**src/rtl/tree_space_pool_arbiter_if.sv**
```systemverilog
// Engine-side bundle of the node-address pool: per-engine allocation requests and the
// shared address release channel.
interface tree_space_pool_arbiter_if #(
    parameter int unsigned RAM_ADDR_WIDTH = 16,
    parameter int unsigned NB_ENGINE      = 2
);
    logic [NB_ENGINE-1:0]                     req_valid;
    logic [NB_ENGINE-1:0]                     req_ready;
    logic [NB_ENGINE-1:0][RAM_ADDR_WIDTH-1:0] req_addr;
    logic                                     free_valid;
    logic                                     free_is_root;
    logic [RAM_ADDR_WIDTH-1:0]                free_addr;
    logic                                     free_ready;

    modport master (
        output req_valid,
        input  req_ready,
        input  req_addr,
        output free_valid,
        output free_is_root,
        output free_addr,
        input  free_ready
    );

    modport slave (
        input  req_valid,
        output req_ready,
        output req_addr,
        input  free_valid,
        input  free_is_root,
        input  free_addr,
        output free_ready
    );
endinterface

```
**src/rtl/tree_space_pool_arbiter.sv**
```systemverilog
// Node-address allocator for the tree RAM: round-robin grants to insert engines, recycles
// freed addresses through a free-list FIFO, and reboots the address space on a root free.
module tree_space_pool_arbiter #(
    parameter int unsigned RAM_ADDR_WIDTH = 16,
    parameter int unsigned NB_ENGINE      = 2,
    parameter int unsigned FL_DEPTH_W     = 8,
    parameter int unsigned LOW_WMARK      = 4
) (
    input  logic                      aclk,
    input  logic                      aresetn,
    input  logic                      swrst_i,
    input  logic [RAM_ADDR_WIDTH-1:0] base_addr_i,
    input  logic [RAM_ADDR_WIDTH-1:0] max_addr_i,
    tree_space_pool_arbiter_if.slave  pool_if,
    output logic [RAM_ADDR_WIDTH:0]   used_count_o,
    output logic                      alloc_empty_o,
    output logic                      alloc_low_o,
    output logic                      err_range_o,
    output logic                      err_underflow_o
);
    localparam int unsigned AW      = RAM_ADDR_WIDTH;
    localparam int unsigned CW      = AW + 1;
    localparam int unsigned FlDepth = 2 ** FL_DEPTH_W;
    localparam int unsigned LvlW    = FL_DEPTH_W + 1;
    localparam int unsigned RrW     = (NB_ENGINE > 1) ? $clog2(NB_ENGINE) : 1;
    localparam int unsigned RemW    = ((CW > LvlW) ? CW : LvlW) + 1;

    typedef enum logic [1:0] {StInit, StRun, StReboot} state_e;

    state_e              state_q;
    logic [CW-1:0]       counter_q;
    logic [CW-1:0]       used_q;
    logic [FL_DEPTH_W-1:0] fl_wr_q, fl_rd_q;
    logic [LvlW-1:0]     fl_lvl_q;
    logic [RrW-1:0]      rr_q;
    logic                err_range_q, err_uf_q;
    logic [AW-1:0]       fl_mem_q [FlDepth];

    logic                run, cnt_exhausted, fl_empty, fl_full, alloc_empty;
    logic [CW-1:0]       cnt_eff;
    logic [RemW-1:0]     cnt_left, remaining;
    logic [NB_ENGINE-1:0] grant;
    logic [RrW-1:0]      grant_idx, rr_next;
    logic                found;
    int unsigned         idx;
    logic                accept, from_fifo, free_acc, root_free, in_range;
    logic                fl_push, fl_pop, range_err, underflow;
    logic [AW-1:0]       alloc_addr;

    // While in INIT the counter is logically base_addr, even before it has been loaded.
    assign cnt_eff       = (state_q == StInit) ? {1'b0, base_addr_i} : counter_q;
    assign run           = (state_q == StRun) && !swrst_i;
    assign cnt_exhausted = cnt_eff > {1'b0, max_addr_i};
    assign fl_empty      = (fl_lvl_q == '0);
    assign fl_full       = (fl_lvl_q == LvlW'(FlDepth));
    assign alloc_empty   = fl_empty && cnt_exhausted;
    assign cnt_left      = cnt_exhausted ? '0 :
                           RemW'({1'b0, max_addr_i}) + RemW'(1) - RemW'(cnt_eff);
    assign remaining     = RemW'(fl_lvl_q) + cnt_left;

    always_comb begin
        grant     = '0;
        grant_idx = '0;
        found     = 1'b0;
        idx       = 0;
        for (int k = 0; k < NB_ENGINE; k++) begin
            idx = (int'(rr_q) + k) % NB_ENGINE;
            if (!found && pool_if.req_valid[idx]) begin
                found     = 1'b1;
                grant_idx = idx[RrW-1:0];
            end
        end
        if (found && run && !alloc_empty) begin
            grant[grant_idx] = 1'b1;
        end
    end

    assign rr_next    = (grant_idx == RrW'(NB_ENGINE - 1)) ? '0 : grant_idx + RrW'(1);
    assign accept     = |grant;
    assign from_fifo  = !fl_empty;
    assign alloc_addr = from_fifo ? fl_mem_q[fl_rd_q] : counter_q[AW-1:0];
    assign fl_pop     = accept && from_fifo;

    assign pool_if.req_ready  = grant;
    assign pool_if.req_addr   = {NB_ENGINE{alloc_addr}};
    assign pool_if.free_ready = run && !fl_full;

    assign free_acc  = pool_if.free_valid && pool_if.free_ready;
    assign root_free = free_acc && pool_if.free_is_root;
    assign in_range  = (pool_if.free_addr >= base_addr_i) && (pool_if.free_addr <= max_addr_i);
    assign range_err = free_acc && !pool_if.free_is_root && !in_range;
    assign underflow = free_acc && !pool_if.free_is_root && (used_q == '0);
    assign fl_push   = free_acc && !pool_if.free_is_root && in_range && (used_q != '0);

    always_ff @(posedge aclk) begin
        if (fl_push) begin
            fl_mem_q[fl_wr_q] <= pool_if.free_addr;
        end
    end

    always_ff @(posedge aclk or negedge aresetn) begin
        if (!aresetn) begin
            state_q     <= StInit;
            counter_q   <= '0;
            used_q      <= '0;
            fl_wr_q     <= '0;
            fl_rd_q     <= '0;
            fl_lvl_q    <= '0;
            rr_q        <= '0;
            err_range_q <= 1'b0;
            err_uf_q    <= 1'b0;
        end else if (swrst_i) begin
            state_q     <= StInit;
            counter_q   <= {1'b0, base_addr_i};
            used_q      <= '0;
            fl_wr_q     <= '0;
            fl_rd_q     <= '0;
            fl_lvl_q    <= '0;
            rr_q        <= '0;
            err_range_q <= 1'b0;
            err_uf_q    <= 1'b0;
        end else begin
            unique case (state_q)
                StInit: begin
                    counter_q <= {1'b0, base_addr_i};
                    state_q   <= StRun;
                end
                StReboot: begin
                    counter_q <= {1'b0, base_addr_i};
                    used_q    <= '0;
                    fl_wr_q   <= '0;
                    fl_rd_q   <= '0;
                    fl_lvl_q  <= '0;
                    state_q   <= StRun;
                end
                StRun: begin
                    if (accept && !from_fifo) counter_q <= counter_q + CW'(1);
                    if (accept) rr_q <= rr_next;
                    if (fl_push) fl_wr_q <= fl_wr_q + FL_DEPTH_W'(1);
                    if (fl_pop) fl_rd_q <= fl_rd_q + FL_DEPTH_W'(1);
                    unique case ({fl_push, fl_pop})
                        2'b10:   fl_lvl_q <= fl_lvl_q + LvlW'(1);
                        2'b01:   fl_lvl_q <= fl_lvl_q - LvlW'(1);
                        default: fl_lvl_q <= fl_lvl_q;
                    endcase
                    unique case ({accept, fl_push})
                        2'b10:   used_q <= used_q + CW'(1);
                        2'b01:   used_q <= used_q - CW'(1);
                        default: used_q <= used_q;
                    endcase
                    if (range_err) err_range_q <= 1'b1;
                    if (underflow) err_uf_q <= 1'b1;
                    if (root_free) state_q <= StReboot;
                end
                default: state_q <= StInit;
            endcase
        end
    end

    assign used_count_o    = used_q;
    assign alloc_empty_o   = alloc_empty;
    assign alloc_low_o     = remaining < RemW'(LOW_WMARK);
    assign err_range_o     = err_range_q && !swrst_i;
    assign err_underflow_o = err_uf_q && !swrst_i;
endmodule

```
**src/flat_wrapper.sv**
```systemverilog
// flat-port wrapper written by rule: the top's interface ports become plain ports
module tree_space_pool_arbiter_flat 
#(
    parameter int unsigned RAM_ADDR_WIDTH = 16,
    parameter int unsigned NB_ENGINE      = 2,
    parameter int unsigned FL_DEPTH_W     = 8,
    parameter int unsigned LOW_WMARK      = 4
)
  (aclk, aresetn, swrst_i, base_addr_i, max_addr_i, used_count_o, alloc_empty_o, alloc_low_o, err_range_o, err_underflow_o, pool_if_req_valid, pool_if_req_ready, pool_if_req_addr, pool_if_free_valid, pool_if_free_is_root, pool_if_free_addr, pool_if_free_ready);
  tree_space_pool_arbiter_if #(.RAM_ADDR_WIDTH(RAM_ADDR_WIDTH), .NB_ENGINE(NB_ENGINE)) pool_if_i ();
  input  logic aclk;
  input  logic aresetn;
  input  logic swrst_i;
  input  logic [RAM_ADDR_WIDTH-1:0] base_addr_i;
  input  logic [RAM_ADDR_WIDTH-1:0] max_addr_i;
  output logic [RAM_ADDR_WIDTH:0] used_count_o;
  output logic alloc_empty_o;
  output logic alloc_low_o;
  output logic err_range_o;
  output logic err_underflow_o;
  input wire logic [$bits(pool_if_i.req_valid)-1:0] pool_if_req_valid;
  output wire logic [$bits(pool_if_i.req_ready)-1:0] pool_if_req_ready;
  output wire logic [$bits(pool_if_i.req_addr)-1:0] pool_if_req_addr;
  input wire logic [$bits(pool_if_i.free_valid)-1:0] pool_if_free_valid;
  input wire logic [$bits(pool_if_i.free_is_root)-1:0] pool_if_free_is_root;
  input wire logic [$bits(pool_if_i.free_addr)-1:0] pool_if_free_addr;
  output wire logic [$bits(pool_if_i.free_ready)-1:0] pool_if_free_ready;
  assign pool_if_i.req_valid = pool_if_req_valid;
  assign pool_if_req_ready = pool_if_i.req_ready;
  assign pool_if_req_addr = pool_if_i.req_addr;
  assign pool_if_i.free_valid = pool_if_free_valid;
  assign pool_if_i.free_is_root = pool_if_free_is_root;
  assign pool_if_i.free_addr = pool_if_free_addr;
  assign pool_if_free_ready = pool_if_i.free_ready;
  tree_space_pool_arbiter #(.RAM_ADDR_WIDTH(RAM_ADDR_WIDTH), .NB_ENGINE(NB_ENGINE), .FL_DEPTH_W(FL_DEPTH_W), .LOW_WMARK(LOW_WMARK)) u_core (.aclk(aclk), .aresetn(aresetn), .swrst_i(swrst_i), .base_addr_i(base_addr_i), .max_addr_i(max_addr_i), .pool_if(pool_if_i), .used_count_o(used_count_o), .alloc_empty_o(alloc_empty_o), .alloc_low_o(alloc_low_o), .err_range_o(err_range_o), .err_underflow_o(err_underflow_o));
endmodule
```
**config.mk**
```make
export PLATFORM = sky130hd
export DESIGN_NAME = tree_space_pool_arbiter_flat
export DESIGN_NICKNAME = d
export VERILOG_FILES = /design/src/rtl/tree_space_pool_arbiter_if.sv /design/src/rtl/tree_space_pool_arbiter.sv /design/src/flat_wrapper.sv
export SDC_FILE = /design/constraint.sdc
export NUM_CORES = 2
export LEC_CHECK = 0
export CAP_MARGIN = 20
export CORE_ASPECT_RATIO = 0.8
export CORE_MARGIN = 10
export CORE_UTILIZATION = 45
export CTS_CLUSTER_SIZE = 25
export DETAILED_ROUTE_END_ITERATION = 6
export PLACE_DENSITY_LB_ADDON = 0.2
export SKIP_LAST_GASP = 1
export SLEW_MARGIN = 10
export SYNTH_ARGS = -nofsm -noshare
export SYNTH_HDL_FRONTEND = slang
export SYNTH_SLANG_ARGS = --single-unit
```
**constraint.sdc**
```tcl
create_clock -name aclk -period 7.5 [get_ports aclk]
set_input_delay 1.5 -clock aclk [delete_from_list [all_inputs] [get_ports aclk]]
set_output_delay 1.5 -clock aclk [all_outputs]
set_load 0.02 [all_outputs]
```
==> summary.txt <==
Run status
  • Status: finished, final reports clean

Synthesis
  • Post-synth EDFFs: 4096
  • Cell accounting for the most synthesized area: edfxtp_1
  • #FFs+latches synth: 4160
  • Syn Nets: 7186
  • Most common cell in the synthesized netlist: edfxtp_1
  • Sequential share of the synthesized area: 76.1%
  • Yosys top cell area share: 75.1%
  • Prevailing post-synth register cell: edfxtp_1
  • Yosys synthesis warning count: 0
  • Post-Syn Instances: 7026
  • Syn avg cell area: 23.3 sq um
  • Netlist cell types: 69
  • Synth area leaders: edfxtp_1 75%, mux4_2 19%, dfrtp_1 0.98%
  • Mapped cell area: 164000 sq um
  • Asr flop ratio synth: 1.54%
  • Post-synth top cells: 4096 x edfxtp_1, 1360 x mux4_2, 303 x nor2_1

Finish
  • Layout Cells excl Fill: 12908
  • # fillers: 27849
  • Cell area after layout: 188000 sq um
  • Share of cells above drive strength 1: 33.4%
  • Final core occ: 51.9%
  • Syn-to-layout area delta: 15.0%
  • Nets@finish: 7920

Die
  • Core Area: 363000 sq um
  • Die area: 389000 sq um
  • Num ports: 111
  • Die width: 695 microns
  • Initial core utilization: 45.1%
  • Rows: 198
  • Die height: 560 microns

Routing
  • DR pass1 iterations: 5
  • Drt drc: 0
  • Initial DRC Count: 11220
  • Routed via count: 79370
  • WL/cell: 33.8 microns
  • Final antenna-violating net count: 0
  • Post-Route WL: 436000 microns
  • Vias per cell: 6.15

Timing
  • Setup Skew: 0.0563 ns
  • Final Hold Fails: 0
  • Final Setup Violations: 0
  • Final period util: 98.2%
  • Slew HR: 18.6%
  • Final worst path period need: 7.36 ns
  • Slew @ Worst Pin: 1.22 ns
  • Final WS setup: 0.138 ns
  • Pins over their slew limit: 0
  • Fmax: 136 MHz
  • Setup TNS: 0 ns
  • WHS: 0.395 ns

Clock network
  • H-tree Lvls: 5
  • Clock transition at path regs: 0.06 ns
  • CTS max path bufs: 4
  • Num CTS Buffers: 405
  • Root buffer cell: clkbuf_16
  • Clock Latency Late Sink: 0.95 ns
  • CTS tree: built
  • Num Clock Sinks: 4160

Worst setup path
  • Crit path arrival time: 5.86 ns
  • Critical path endpoint category: output pin
  • Crit path launch: base_addr_i[1]
  • Worst r2r src: u_core.state_q[0]
  • Crit start category: input pin
  • Critical Path RT: 6.00 ns
  • CP max FO: 4
  • R2r worst-path depth: 23
  • R2R Setup Slk: 1.37 ns
  • CP Class: input pin to output pin

Global route
  • Initial antenna violation count: 37
  • Total GRT Usage: 22.1%
  • Vias in the first global route: 78336
  • First-pass GRT wire length: 616000 microns
  • Largest net degree at the start of global routing: 193
  • Grt total ovfl: 0

Placement
  • GPL Wtd Cong: 0.841
  • Placed cell area: 175000 sq um
  • Place WS: -0.769 ns
  • Placed Cells: 12126
  • Detailed placer's ending HPWL: 268000 microns
  • IO buf count: 110

Pwr
  • Pwr dens: 252 nW/um^2
  • Leak: 57.6 nW
  • Power Total: 47.4 mW
  • Maximum VDD drop: 0.204 mV

Run
  • Max Cap Viol: 0

Worst hold path
  • Worst hold path type: input pin to async pin
## cell usage in the layout (no fill, tap or decap), types with 17 or more instances in the layout
| cell | netlist | final |
|---|---|---|
| nand2_1 | 109 | 102 |
| mux4_2 | 1360 | 1360 |
| clkinv_2 | 0 | 74 |
| clkinv_1 | 0 | 81 |
| clkdlybuf4s50_1 | 0 | 85 |
| nor3_1 | 26 | 25 |
| and3_1 | 31 | 29 |
| clkbuf_16 | 0 | 411 |
| clkbuf_1 | 232 | 83 |
| mux2i_1 | 29 | 29 |
| a21o_1 | 24 | 24 |
| inv_1 | 79 | 77 |
| dfrtp_1 | 64 | 58 |
| ha_1 | 102 | 99 |
| buf_8 | 0 | 25 |
| xnor2_1 | 37 | 36 |
| a21oi_1 | 72 | 65 |
| o21ai_0 | 33 | 30 |
| nor2_2 | 0 | 63 |
| bufinv_16 | 0 | 48 |
| nand3_1 | 44 | 35 |
| mux2_2 | 30 | 29 |
| diode_2 | 0 | 20 |
| xor2_1 | 17 | 17 |
| edfxtp_1 | 4096 | 4096 |
| nor2_1 | 303 | 239 |
| buf_4 | 24 | 520 |
| buf_12 | 0 | 58 |
## report_power, final
| part | switching (mW) | leakage (nW) | internal, mW |
|---|---|---|---|
| Combinational | 0.928 | 13.6 | 0.529 |
| Sequential | 0.0316 | 37.6 | 25.5 |
| Clock | 8.68 | 6.40 | 11.7 |
## worst max-delay path: stages
cell             delay (ns)
clkdlybuf4s50_1        0.53
mux2_2                 0.19
buf_4                  0.10
inv_1                  0.06
fa_2                   0.35
a21o_1                 0.24
a221oi_4               0.29
nand2b_1               0.11
a21oi_2                0.14
xor2_1                 0.16
nor2_1                 0.06
ha_1                   0.35
inv_2                  0.12
nor2_2                 0.06
a21oi_2                0.14
o221ai_2               0.12
nor3_1                 0.19
mux2i_1                0.12
a2111o_1               0.45
a2111oi_4              0.36
buf_4                  0.21
## final cells by class
class / instances / area [sq um] / area share (%)
Antenna cell: 20 / 50.0 / 0.0266
Clock buffer: 494 / 10600 / 5.62
Clock inverter: 241 / 2550 / 1.35
Inverter: 79 / 297 / 0.157
Multi-Input combinational cell: 2409 / 37700 / 20.0
Sequential cell: 4160 / 125000 / 66.2
Tap cell: 4800 / 6010 / 3.19
Timing Repair Buffer: 705 / 6540 / 3.47
## final timing paths
path                                             end
worst max register to register    u_core.fl_lvl_q[8]
worst min-delay path             u_core.counter_q[9]
worst min register to register  u_core.counter_q[16]
max in group asynchronous          u_core.fl_rd_q[2]
min in group aclk               u_core.counter_q[16]
worst max-delay path                     alloc_low_o
## registers in the layout, indices dropped and copies added (netlist names)
name and count:
u_core.state_q 2, u_core.counter_q 17, u_core.used_count_o 17, u_core.rr_q 1
u_core.err_uf_q 1, u_core.err_range_q 1, u_core.fl_rd_q 8, u_core.fl_lvl_q 9
u_core.fl_mem_q 4096, u_core.fl_wr_q 8
## metal layers
| layer | vias to the layer above | routed length, microns | GRT usage [%] | share of wire (%) |
|---|---|---|---|---|
| met1 | 43225 | 187000 | 34.1 | 43 |
| li1 | 31589 | - | - | - |
| met5 | - | 97 | 0 | 0.022 |
| met3 | 594 | 44600 | 5.11 | 10 |
| met4 | 14 | 10900 | 5.11 | 2.5 |
| met2 | 3948 | 194000 | 32.0 | 44 |
## logic make-up (layout without fill, tap and decap cells)
logic type,Yosys count,count (layout),synth area share (%)
multiplexers,1419,1419,19.1
AO/OA/AOI/OAI,225,225,0.908
XOR/XNOR,55,55,0.299
buffers and inverters,457,1519,1.18
adder cells (fa/ha/maj),105,105,0.816
other,0,20,0
flip-flops,4160,4160,76.1
AND/OR/NAND/NOR,605,605,1.65
## repair_timing
item | CTS | global route
gates cloned | 0 | 0
setup endpoints to repair | 3 | 1
pin swaps | 3 | 22
buffers inserted | 6 | 9
resized for setup | 19 | 40
hold buffers | 0 | 0
Power figures use the tool's default switching activity.
